--- src/rtl/lcd_driver.sv ---
// lcd_driver: HD44780-style write controller with power-up init, one-deep request slot and overrun flag.
module lcd_driver #(
    parameter int T_PWRUP = 750000,
    parameter int T_SETUP = 2,
    parameter int T_EN    = 12,
    parameter int T_HOLD  = 2,
    parameter int T_EXEC  = 2000,
    parameter int T_LONG  = 82000
) (
    input  logic        i_clk,
    input  logic        i_reset,
    input  logic [31:0] i_lcd_word,
    output logic [7:0]  o_lcd_data,
    output logic        o_lcd_rs,
    output logic        o_lcd_rw,
    output logic        o_lcd_en,
    output logic        o_lcd_on,
    output logic        o_busy,
    output logic        o_init_done,
    output logic        o_overrun
);
    function automatic int max2(input int a, input int b);
        return a > b ? a : b;
    endfunction

    localparam int TMAX = max2(max2(max2(T_PWRUP, T_SETUP), max2(T_EN, T_HOLD)), max2(T_EXEC, T_LONG));
    localparam int CW = $clog2(TMAX) + 1;

    localparam logic [CW-1:0] L_PWRUP = CW'(T_PWRUP - 1);
    localparam logic [CW-1:0] L_SETUP = CW'(T_SETUP - 1);
    localparam logic [CW-1:0] L_EN    = CW'(T_EN - 1);
    localparam logic [CW-1:0] L_HOLD  = CW'(T_HOLD - 1);
    localparam logic [CW-1:0] L_EXEC  = CW'(T_EXEC - 1);
    localparam logic [CW-1:0] L_LONG  = CW'(T_LONG - 1);

    localparam logic [2:0] S_PWRUP = 3'd0;
    localparam logic [2:0] S_IDLE  = 3'd1;
    localparam logic [2:0] S_SETUP = 3'd2;
    localparam logic [2:0] S_PULSE = 3'd3;
    localparam logic [2:0] S_HOLD  = 3'd4;
    localparam logic [2:0] S_WAIT  = 3'd5;

    function automatic logic [7:0] init_cmd(input logic [2:0] i);
        return i == 3'd3 ? 8'h0C : i == 3'd4 ? 8'h01 : i == 3'd5 ? 8'h06 : 8'h38;
    endfunction

    logic [2:0]    state_q, state_d;
    logic [CW-1:0] cnt_q, cnt_d;
    logic [2:0]    idx_q, idx_d;
    logic [7:0]    data_q, data_d, pdata_q, pdata_d;
    logic          rs_q, rs_d, prs_q, prs_d;
    logic          pend_q, pend_d, prev_q, on_q, done_q, done_d, ovr_q, ovr_d;
    logic          req, direct, drain, zero, long_wait, unused_bits;

    assign unused_bits = ^{i_lcd_word[30:11], i_lcd_word[9]};
    assign req         = i_lcd_word[10] ^ prev_q;
    assign zero        = cnt_q == '0;
    assign long_wait   = !rs_q && data_q[7:1] == 7'd0;

    always_comb begin
        state_d = state_q;
        cnt_d   = zero ? cnt_q : cnt_q - CW'(1);
        idx_d   = idx_q;
        rs_d    = rs_q;
        data_d  = data_q;
        done_d  = done_q;
        direct  = 1'b0;
        drain   = 1'b0;
        case (state_q)
            S_PWRUP: if (zero) begin
                state_d = S_SETUP;
                cnt_d   = L_SETUP;
                rs_d    = 1'b0;
                data_d  = init_cmd(3'd0);
                idx_d   = 3'd1;
            end
            S_IDLE: if (pend_q || req) begin
                state_d = S_SETUP;
                cnt_d   = L_SETUP;
                rs_d    = pend_q ? prs_q : i_lcd_word[8];
                data_d  = pend_q ? pdata_q : i_lcd_word[7:0];
                drain   = pend_q;
                direct  = !pend_q;
            end
            S_SETUP: if (zero) begin
                state_d = S_PULSE;
                cnt_d   = L_EN;
            end
            S_PULSE: if (zero) begin
                state_d = S_HOLD;
                cnt_d   = L_HOLD;
            end
            S_HOLD: if (zero) begin
                state_d = S_WAIT;
                cnt_d   = long_wait ? L_LONG : L_EXEC;
            end
            S_WAIT: if (zero) begin
                if (idx_q < 3'd6) begin
                    state_d = S_SETUP;
                    cnt_d   = L_SETUP;
                    rs_d    = 1'b0;
                    data_d  = init_cmd(idx_q);
                    idx_d   = idx_q + 3'd1;
                end else if (pend_q) begin
                    state_d = S_SETUP;
                    cnt_d   = L_SETUP;
                    rs_d    = prs_q;
                    data_d  = pdata_q;
                    drain   = 1'b1;
                end else begin
                    state_d = S_IDLE;
                    done_d  = 1'b1;
                end
            end
            default: state_d = S_PWRUP;
        endcase
    end

    // A draining slot can accept a new request on the same edge without overrun.
    always_comb begin
        pend_d  = drain ? 1'b0 : pend_q;
        prs_d   = prs_q;
        pdata_d = pdata_q;
        ovr_d   = ovr_q;
        if (req && !direct) begin
            if (!pend_q || drain) begin
                pend_d  = 1'b1;
                prs_d   = i_lcd_word[8];
                pdata_d = i_lcd_word[7:0];
            end else begin
                ovr_d = 1'b1;
            end
        end
    end

    always_ff @(posedge i_clk or posedge i_reset) begin
        if (i_reset) begin
            state_q <= S_PWRUP;
            cnt_q   <= L_PWRUP;
            idx_q   <= 3'd0;
            rs_q    <= 1'b0;
            data_q  <= 8'd0;
            prs_q   <= 1'b0;
            pdata_q <= 8'd0;
            pend_q  <= 1'b0;
            prev_q  <= 1'b0;
            on_q    <= 1'b0;
            done_q  <= 1'b0;
            ovr_q   <= 1'b0;
        end else begin
            state_q <= state_d;
            cnt_q   <= cnt_d;
            idx_q   <= idx_d;
            rs_q    <= rs_d;
            data_q  <= data_d;
            prs_q   <= prs_d;
            pdata_q <= pdata_d;
            pend_q  <= pend_d;
            prev_q  <= i_lcd_word[10];
            on_q    <= i_lcd_word[31];
            done_q  <= done_d;
            ovr_q   <= ovr_d;
        end
    end

    assign o_lcd_data  = data_q;
    assign o_lcd_rs    = rs_q;
    assign o_lcd_rw    = 1'b0;
    assign o_lcd_en    = state_q == S_PULSE;
    assign o_lcd_on    = on_q;
    assign o_busy      = state_q != S_IDLE;
    assign o_init_done = done_q;
    assign o_overrun   = ovr_q;
endmodule
--- config.mk ---
export PLATFORM = sky130hd
export DESIGN_NAME = lcd_driver
export DESIGN_NICKNAME = d
export VERILOG_FILES = /design/src/rtl/lcd_driver.sv
export SDC_FILE = /design/constraint.sdc
export NUM_CORES = 1
export LEC_CHECK = 0
export ABC_AREA = 0
export ABC_CLOCK_PERIOD_IN_PS = 8400
export CORE_UTILIZATION = 50
export DETAILED_ROUTE_END_ITERATION = 6
export HOLD_SLACK_MARGIN = 0.15
export PLACE_DENSITY = 0.84
export RECOVER_POWER = 25
export SYNTH_ARGS = -nofsm -noshare
export SYNTH_HDL_FRONTEND = slang
export SYNTH_SLANG_ARGS = --single-unit
--- constraint.sdc ---
create_clock -name i_clk -period 8.4 [get_ports i_clk]
set_input_delay 2.1 -clock i_clk [delete_from_list [all_inputs] [get_ports i_clk]]
set_output_delay 2.1 -clock i_clk [all_outputs]
set_load 0.02 [all_outputs]
Word level (Yosys, flattened, before mapping)
Index checks and enable logic that the tools add are counted.
Operators by class
  add/sub/neg operators: 2
  multipliers: 0
  divide/modulo/power cells: 0
  order comparisons: 1
  equal/unequal tests: 17
  shift operators: 0
  multiplexer cells: 50
  bitwise operators: 4
  reduce and logical (&&, ||, !) cells: 19
Operators by type and width (number)
  21-bit two-way mux: 8
  21-bit case mux with 5 select lines: 1
  8-bit two-way mux: 6
  3-bit two-way mux: 9
  8-bit case mux with 3 select lines: 1
  21-bit logical NOT: 1
  21-bit by 1-bit subtractor with 21-bit output, second input constant: 1
  6-bit two-way mux: 3
  3-bit case mux with 6 select lines: 1
  17-bit two-way mux: 1
  1-bit two-way mux: 15
  3-bit equality test, second input constant: 4
  2-bit != test, second input constant: 6
  3-bit by 2-bit equality test with 1-bit output, second input constant: 3
  4-bit AND reduction: 2
  7-bit logical NOT: 1
  3-bit case mux with 2 select lines: 1
  6-bit AND reduction: 1
  5-bit AND reduction: 1
  2-bit two-way mux: 2
  2-bit AND reduction: 2
  3-bit by 1-bit adder with 3-bit output, second input constant: 1
  3-bit by 1-bit equality test with 1-bit output, second input constant: 1
  1-bit logical NOT: 3
  14 further kinds: 18
Word-level totals
  bits in registers: 50
  latch bits: 0
  memory bits (writable): 0
  bits in read-only memories: 0
  input bits: 34
  output and inout port bits: 15
  word-level logic and storage cells: 105
  memories: 0

Depth between registers and ports, before layout
Gate-level depths: netlist of the first run.
  word-level depth: 7
  mapped depth: 10
  gate-level depth less buffers: 10

Least setup slack after synthesis of the first run
No wires, ideal clock.
  path kind: in2reg
  start point: input i_lcd_word[10]
  end point: register pdata_q[5]
  setup time: 0.126 ns
  data arrival time: 3.273 ns
  required time: 8.274 ns
  slack: 5.001 ns
  cell stages on the path: 5
  buffers on the path: 0
  path through: xnor2_1 > nor3_1 > a22o_1 > a221o_1 > a221o_1
Between the ends
  cells in the longest elaborated chain, start to end: 7
  elaborated cells between the ends (all ways): 10
  those cells by class: 4 x mux; 1 x bitwise; 5 x reduce/logical
Ends and longest elaborated chain
  from (decl): RTL line 12  | input logic [31:0] i_lcd_word,
  1-bit XOR (*): RTL line 56  | assign req = i_lcd_word[10] ^ prev_q;
  1-bit logical OR: RTL line 77  | S_IDLE: if (pend_q || req) begin
  1-bit two-way mux: RTL line 77
  1-bit two-way mux: RTL line 69  | case (state_q)
  1-bit logical NOT: RTL line 125  | if (req && !direct) begin
  1-bit logical AND: RTL line 125
  2-bit AND reduction (no source line) (*)
  to (signal assigned): RTL line 157  | pdata_q <= pdata_d;
  to (decl): RTL line 50  | logic [7:0] data_q, data_d, pdata_q, pdata_d;
Every way passes the cells marked *; elsewhere a longest branch is shown, timed or not.
A chain may end at the register's enable or synchronous reset.

Final worst setup path of the first run
  start point: register cnt_q[0]
  end point: register cnt_q[0]
Between the ends
  cells in the longest elaborated chain, start to end: 6
  elaborated cells between the ends (all ways): 11
  those cells by class: 1 x add/sub; 9 x mux; 1 x reduce/logical
Ends and longest elaborated chain
  from (decl): RTL line 48  | logic [CW-1:0] cnt_q, cnt_d;
  from (signal assigned): RTL line 152  | cnt_q <= cnt_d;
  21-bit by 1-bit subtractor with 21-bit output or 21-bit logical NOT (tied branches): RTL line 62, 57
  21-bit two-way mux: RTL line 62  | cnt_d = zero ? cnt_q : cnt_q - CW'(1);
  21-bit two-way mux: RTL line 104  | end else if (pend_q) begin
  21-bit two-way mux: RTL line 98  | if (idx_q < 3'd6) begin
  21-bit two-way mux: RTL line 97  | S_WAIT: if (zero) begin
  21-bit case mux with 5 select lines (*): RTL line 69
  named net cnt_d[0]: RTL line 48
The timed path passes the listed nets; every way through them passes the cells marked *.

==> results of run 1 <==
[worst reg2reg max path, cell delays in order (launching register included)]
cell and delay, ps:
dfstp_1 420, inv_1 80, ha_1 190, or4b_1 650, or3_1 600, nor2_1 660, clkinvlp_2 650, ha_1 480
o311ai_0 360, o21a_1 190, o221ai_1 120
[cell usage in the layout, fill, tap and decap left out, drive strengths merged, types with 9 or more instances in the layout]
| cell | count |
|---|---|
| nand3 | 19 |
| clkdlybuf4s50 | 23 |
| a21oi | 17 |
| o21ai | 13 |
| inv | 11 |
| nor3 | 13 |
| nand2 | 14 |
| mux2 | 11 |
| xor2 | 9 |
| nor2 | 35 |
| a221o | 9 |
| dfrtp | 37 |
| dfstp | 13 |
| a22o | 15 |
[flip-flops by register name (all words and copies together) (netlist names), 3 cells and up]
name,count
cnt_q,21
pdata_q,8
o_lcd_data,8
idx_q,3
state_q,3
[power breakdown]
group	total (uW)	switching (uW)	internal, uW
Sequential	279	18.5	260
Clock	148	80.2	67.4
Combinational	44.4	24.5	19.9
Total	471	123	348
[area by class of cell]
type	count	area, um2
Timing Repair Buffer	30	290.3
Multi-Input combinational cell	265	1797
Tap cell	75	93.84
Sequential cell	50	1267
Fill cell	548	2511
Inverter	12	46.29
Clock buffer	8	90.09
[cell families (layout without fill, tap and decap cells)]
kind of cell,Yosys count,in the layout,share of synthesized area [%]
mux,18,18,5.987
compound gates,104,104,23.91
fa+ha+maj,6,6,2.317
buf+inv,36,50,4.558
simple gates,125,125,21.01
flops,50,50,39.13
other cells,1,1,0.1158
xor+xnor,11,11,2.974
[metrics by stage]
stage	worst slack [ps]	area (um2)	util, %	hold slack [ps]
6_report	3908	3585	58.81	467.1
5_1_grt	3721	3585	58.81	492.9
4_1_cts	3960	3613	59.28	470.5
3_5_place_dp	4161	3523	57.80	447.3
3_3_place_gp	4217	3523	57.80	449.4
2_1_floorplan	5001	3239	-	451.1
[metal layers]
layer | track usage (%) | part of all wire (%) | vias to the layer above
met3 | 3.516 | 6.1 | 32
met2 | 42.23 | 48 | 145
met4 | 10.69 | 2.7 | 0
met1 | 33.54 | 43 | 1454
met5 | 3.333 | 0 | -
li1 | - | - | 1365
[final timing paths]
check	slack [ps]	to	cells after the start
min	470	o_init_done	1
max reg2reg	3910	cnt_q[0]	10
min in group asynchronous	2860	cnt_q[11]	2
max in group asynchronous	4430	o_lcd_data[1]	2
min reg2reg	470	o_init_done	1
max	3910	cnt_q[0]	10
==> impl_metrics.csv, run 1 <==
group,metric,value,unit
status,status,"complete, but fails checks",
status,violations,"max-capacitance violations, max-slew violations",
pwr,total_power,471.0,uW
placed_design,place_inst,432,
clock_network,cts_tree,"done",
timing,final-hold-violation-count,0,
floorplanning,io_pins,49,
finish,syn_to_final_growth,10.66,%
grt,track_usage,25.65,%
setup_path,path_class,"reg -> reg",
timing,setup_viol,0,
drt,wl,8018,um
drt,drt_iter0_drc,306,
pwr,powerDensity,131.4,nW/um2
synthesis,yosysUniqueCellTypes,64,
drt,viasPerCell,6.809,
synthesis,ys_top_cells_by_area,"dfrtp_1 29%, dfstp_2 11%, a22o_1 4.1%, nor2_1 3.9%, mux2_2 3.1%",
finish,final_nets,404,
grt,grt_pass1_vias,2843,
worst_hold_path,hold_class,"reg -> reg",
setup_path,cp-startpoint,"cnt_q[0]",
finish,final_cells,440,
setup_path,slowest_delay,660,ps
worst_hold_path,min_from,"o_init_done",
placed_design,portBuffers,26,
clock_network,htree_levels,2,
drt,dr_total_vias,2996,
placed_design,gp_congestion,0.8751,
synthesis,syn_nets,391,
synthesis,async_reset_ff_share,100.0,%
floorplanning,fp.dieW,82.49,um
floorplanning,start_util,53.14,%
grt,antenna_found_initial,0,
synthesis,synth-seq-cells,50,
setup_path,crit_slowest_cell,"nor2_1",
floorplanning,die_h,82.49,um
clock_network,clkTransAtPathRegs,90,ps
clock_network,clockRootBuffer,"clkbuf_8",
timing,finalMaxSlewViolations,51,
setup_path,worst-path-buf-inv,2,
floorplanning,num_rows,28,
clock_network,cts_resized,0,
timing,tightestPinTransition,1915,ps
grt,grt_max_degree,51,
finish,drive_gt1_share,10.68,%
grt,grt_pass1_wl,13340,um
setup_path,critPathTopFamily,"simple AND/OR/NAND/NOR gates",
floorplanning,core_region_area,6096,um2
finish,n_antenna_cell,0,
setup_path,cp_cell_sequence,"inv_1 > ha_1 > or4b_1 > or3_1 > nor2_1 > clkinvlp_2 > ha_1 > o311ai_0 > o21a_1 > o221ai_1",
setup_path,worstPathArrival,4710,ps
clock_network,cts.sinks,50,
synthesis,syn-instance-count,351,
timing,finalSetupTns,0,ps
synthesis,synth_top_area_share,28.58,%
synthesis,avgSynthCellArea,9.229,um2
pwr,p_leak,0.001352,uW
timing,rsz0062_at_grt,"false",
drt,avgRoutedWirePerCell,18.22,um
drt,dr.pass1.iters,6,
synthesis,synthTopCellsByCount,"37 x dfrtp_1, 34 x nor2_1, 19 x nand3_1, 18 x clkbuf_1",
synthesis,synth_flop_cell,"dfrtp_1",
setup_path,endpoint_kind,"register",
setup_path,critPathLaunchType,"register",
synthesis,synth_top_area_cell,"dfrtp_1",
timing,timing.final.crit_share,53.48,%
clock_network,clk_latency,310,ps
synthesis,synthesis.area,3239,um2
synthesis,synth_most_common_cell,"dfrtp_1",
pwr,vdd_ir_drop_max,87.48,uV
timing,max_freq,222.6,MHz
drt,drc,0,
timing,skew,7.324,ps
clock_network,cts_buffers,5,
synthesis,ys_warn_count,0,
synthesis,ys_seq_area_share,39.13,%
setup_path,crit_top_cell,"ha_1",
timing,finalCriticalPeriod,4492,ps
drt,drtAntennaViolNets,0,
clock_network,postCtsHoldBufs,0,
setup_path,critPathMaxFanout,11,
synthesis,synth_edf_count,0,
placed_design,hpwlAfterDp,5551,um
clock_network,clockBufferDepth,2,
setup_path,cp_data_required_time,8620,ps
setup_path,r2r-start,"cnt_q[0]",
job,cap_viol_max_count,1,
clock_network,post_cts_buffers,0,
timing,slew_headroom,-27.83,%
grt,grt.overflow.total,0,
floorplanning,die_area,6805,um2
Power figures use the tool's default switching activity.
==> run 2, diff against run 1 <==
--- a/config.mk
+++ b/config.mk
@@ -6,11 +6,11 @@
 export NUM_CORES = 1
 export LEC_CHECK = 0
 export ABC_AREA = 0
-export ABC_CLOCK_PERIOD_IN_PS = 8400
-export CORE_UTILIZATION = 50
+export ABC_CLOCK_PERIOD_IN_PS = 3600
+export CORE_UTILIZATION = 49
 export DETAILED_ROUTE_END_ITERATION = 6
 export HOLD_SLACK_MARGIN = 0.15
-export PLACE_DENSITY = 0.84
+export PLACE_DENSITY = 0.85
 export RECOVER_POWER = 25
 export SYNTH_ARGS = -nofsm -noshare
 export SYNTH_HDL_FRONTEND = slang
==> constraint.sdc (replaced) <==
create_clock -name i_clk -period 3.6 [get_ports i_clk]
set_input_delay 0.9 -clock i_clk [delete_from_list [all_inputs] [get_ports i_clk]]
set_output_delay 0.9 -clock i_clk [all_outputs]
set_load 0.02 [all_outputs]
==> impl_metrics.csv, run 2 (same netlist as run 1, synthesis figures left out) <==
group,metric,value,unit
clock_network,clockRootBuffer,"clkbuf_8",
clock_network,clockBufferDepth,2,
drt,wl,8169,um
setup_path,r2r_slack,490,ps
drt,drtAntennaViolNets,0,
floorplanning,fp.dieW,83.31,um
pwr,powerDensity,314.5,nW/um2
worst_hold_path,min_from,"o_init_done",
grt,grt_pass1_vias,2757,
clock_network,clkTransAtPathRegs,80,ps
timing,max_freq,314.9,MHz
drt,viasPerCell,6.480,
finish,final_common_cell,"dfrtp_1",
worst_hold_path,hold_depth,1,
timing,final-hold-violation-count,0,
finish,largest_register_ffs,21,
setup_path,path_class,"reg -> out",
setup_path,endpoint_kind,"primary output",
clock_network,cts_buffers,5,
grt,antenna_found_initial,0,
setup_path,reg2regPathDepth,8,
finish,most-common-layout-cells,"37 x dfrtp_1, 34 x nor2_1, 23 x clkdlybuf4s50_1",
timing,timing.final.crit_share,88.22,%
clock_network,cts.sinks,50,
timing,skew,8.501,ps
timing,finalCriticalPeriod,3176,ps
setup_path,cp_data_required_time,2700,ps
worst_hold_path,hold_class,"reg -> reg",
drt,dr.pass1.iters,5,
timing,setup_viol,0,
setup_path,r2r-end,"o_lcd_rs",
finish,fillCellCount,544,
floorplanning,num_rows,29,
timing,tightestPinTransition,1263,ps
drt,dr_total_vias,2942,
timing,finalMaxSlewViolations,0,
placed_design,gp_congestion,0.8799,
clock_network,clk_latency,310,ps
placed_design,place_inst,446,
placed_design,dp_slack,526.8,ps
timing,finalSetupTns,0,ps
timing,rsz0062_at_grt,"false",
drt,drt_iter0_drc,282,
floorplanning,start_util,51.01,%
drt,avgRoutedWirePerCell,17.99,um
placed_design,hpwlAfterDp,5592,um
grt,grt_max_degree,51,
worst_hold_path,min_to,"o_init_done",
setup_path,critPathLaunchType,"register",
timing,slew_headroom,15.80,%
finish,drive_gt1_share,14.59,%
finish,n_antenna_cell,0,
pwr,vdd_ir_drop_max,252.6,uV
clock_network,cts_tree,"done",
finish,multi_input_area,1824,um2
finish,seq_area,1267,um2
floorplanning,die_h,83.31,um
clock_network,htree_levels,2,
grt,track_usage,24.20,%
pwr,p_leak,0.001455,uW
clock_network,post_cts_buffers,0,
setup_path,worstPathArrival,2280,ps
grt,grt_pass1_wl,13610,um
finish,top_register,"cnt_q",
placed_design,portBuffers,26,
finish,final_util,58.74,%
clock_network,cts_resized,0,
pwr,total_power,1173,uW
floorplanning,core_region_area,6350,um2
setup_path,r2r-start,"cnt_q[0]",
clock_network,postCtsHoldBufs,0,
setup_path,critPathMaxFanout,7,
grt,grt.overflow.total,0,
floorplanning,io_pins,49,
timing,worst_slack,424.0,ps
finish,syn_to_final_growth,15.14,%
status,status,"finished clean",
finish,final_cells,454,
job,cap_viol_max_count,0,
drt,drc,0,
floorplanning,die_area,6940,um2
finish,final_nets,416,
run 2: changes by cell type in the layout (fill, tap and decap cells not counted), sizes merged:
cell | before | now
buf | 4 | 15
bufinv | 0 | 1
clkinv | 0 | 1
clkinvlp | 1 | 0
run 2: how the worst max path moves through the flow:
stage / end / startpoint
after floorplan: cnt_q[0] / cnt_q[10]
after global placement: o_lcd_data[0] / cnt_q[0]
after detailed placement: o_lcd_data[6] / cnt_q[0]
after CTS: o_busy / state_q[1]
after global routing: o_lcd_data[6] / cnt_q[1]
final: o_busy / state_q[1]
run 2: routing by layer:
| metal | GRT usage, % | vias up | share of wire, % |
|---|---|---|---|
| li1 | - | 1393 | - |
| met1 | 33.51 | 1442 | 44 |
| met2 | 38.52 | 97 | 49 |
| met3 | 5.567 | 10 | 5.0 |
| met4 | 5.799 | 0 | 1.3 |
| met5 | 0 | - | 0 |
run 2: metrics by stage:
step                      hold WS (ps)  area, um2
after floorplan                  451.1       3239
after CTS                        472.9       3732
final                            475.3       3730
after global routing             514.0       3730
after global placement           447.4       3616
after detailed placement         449.4       3616
run 2: power by group:
part / switching [uW] / internal [uW]
combinational: 56.1 / 48.2
sequential: 43.0 / 608
clock: 191 / 227
total: 290 / 883
run 2: area by class of cell:
| type | count | share of cell area [%] |
|---|---|---|
| Multi-Input combinational cell | 265 | 48.91 |
| Sequential cell | 50 | 33.98 |
| Inverter | 12 | 1.275 |
| Clock inverter | 1 | 0.8051 |
| Timing Repair Buffer | 42 | 10.13 |
| Clock buffer | 7 | 2.315 |
| Tap cell | 77 | 2.583 |
run 2: worst max-delay path: stages, from the launching register on:
cell	delay, ps
dfrtp_1	410
nor3b_1	580
inv_1	350
clkdlybuf4s50_1	620
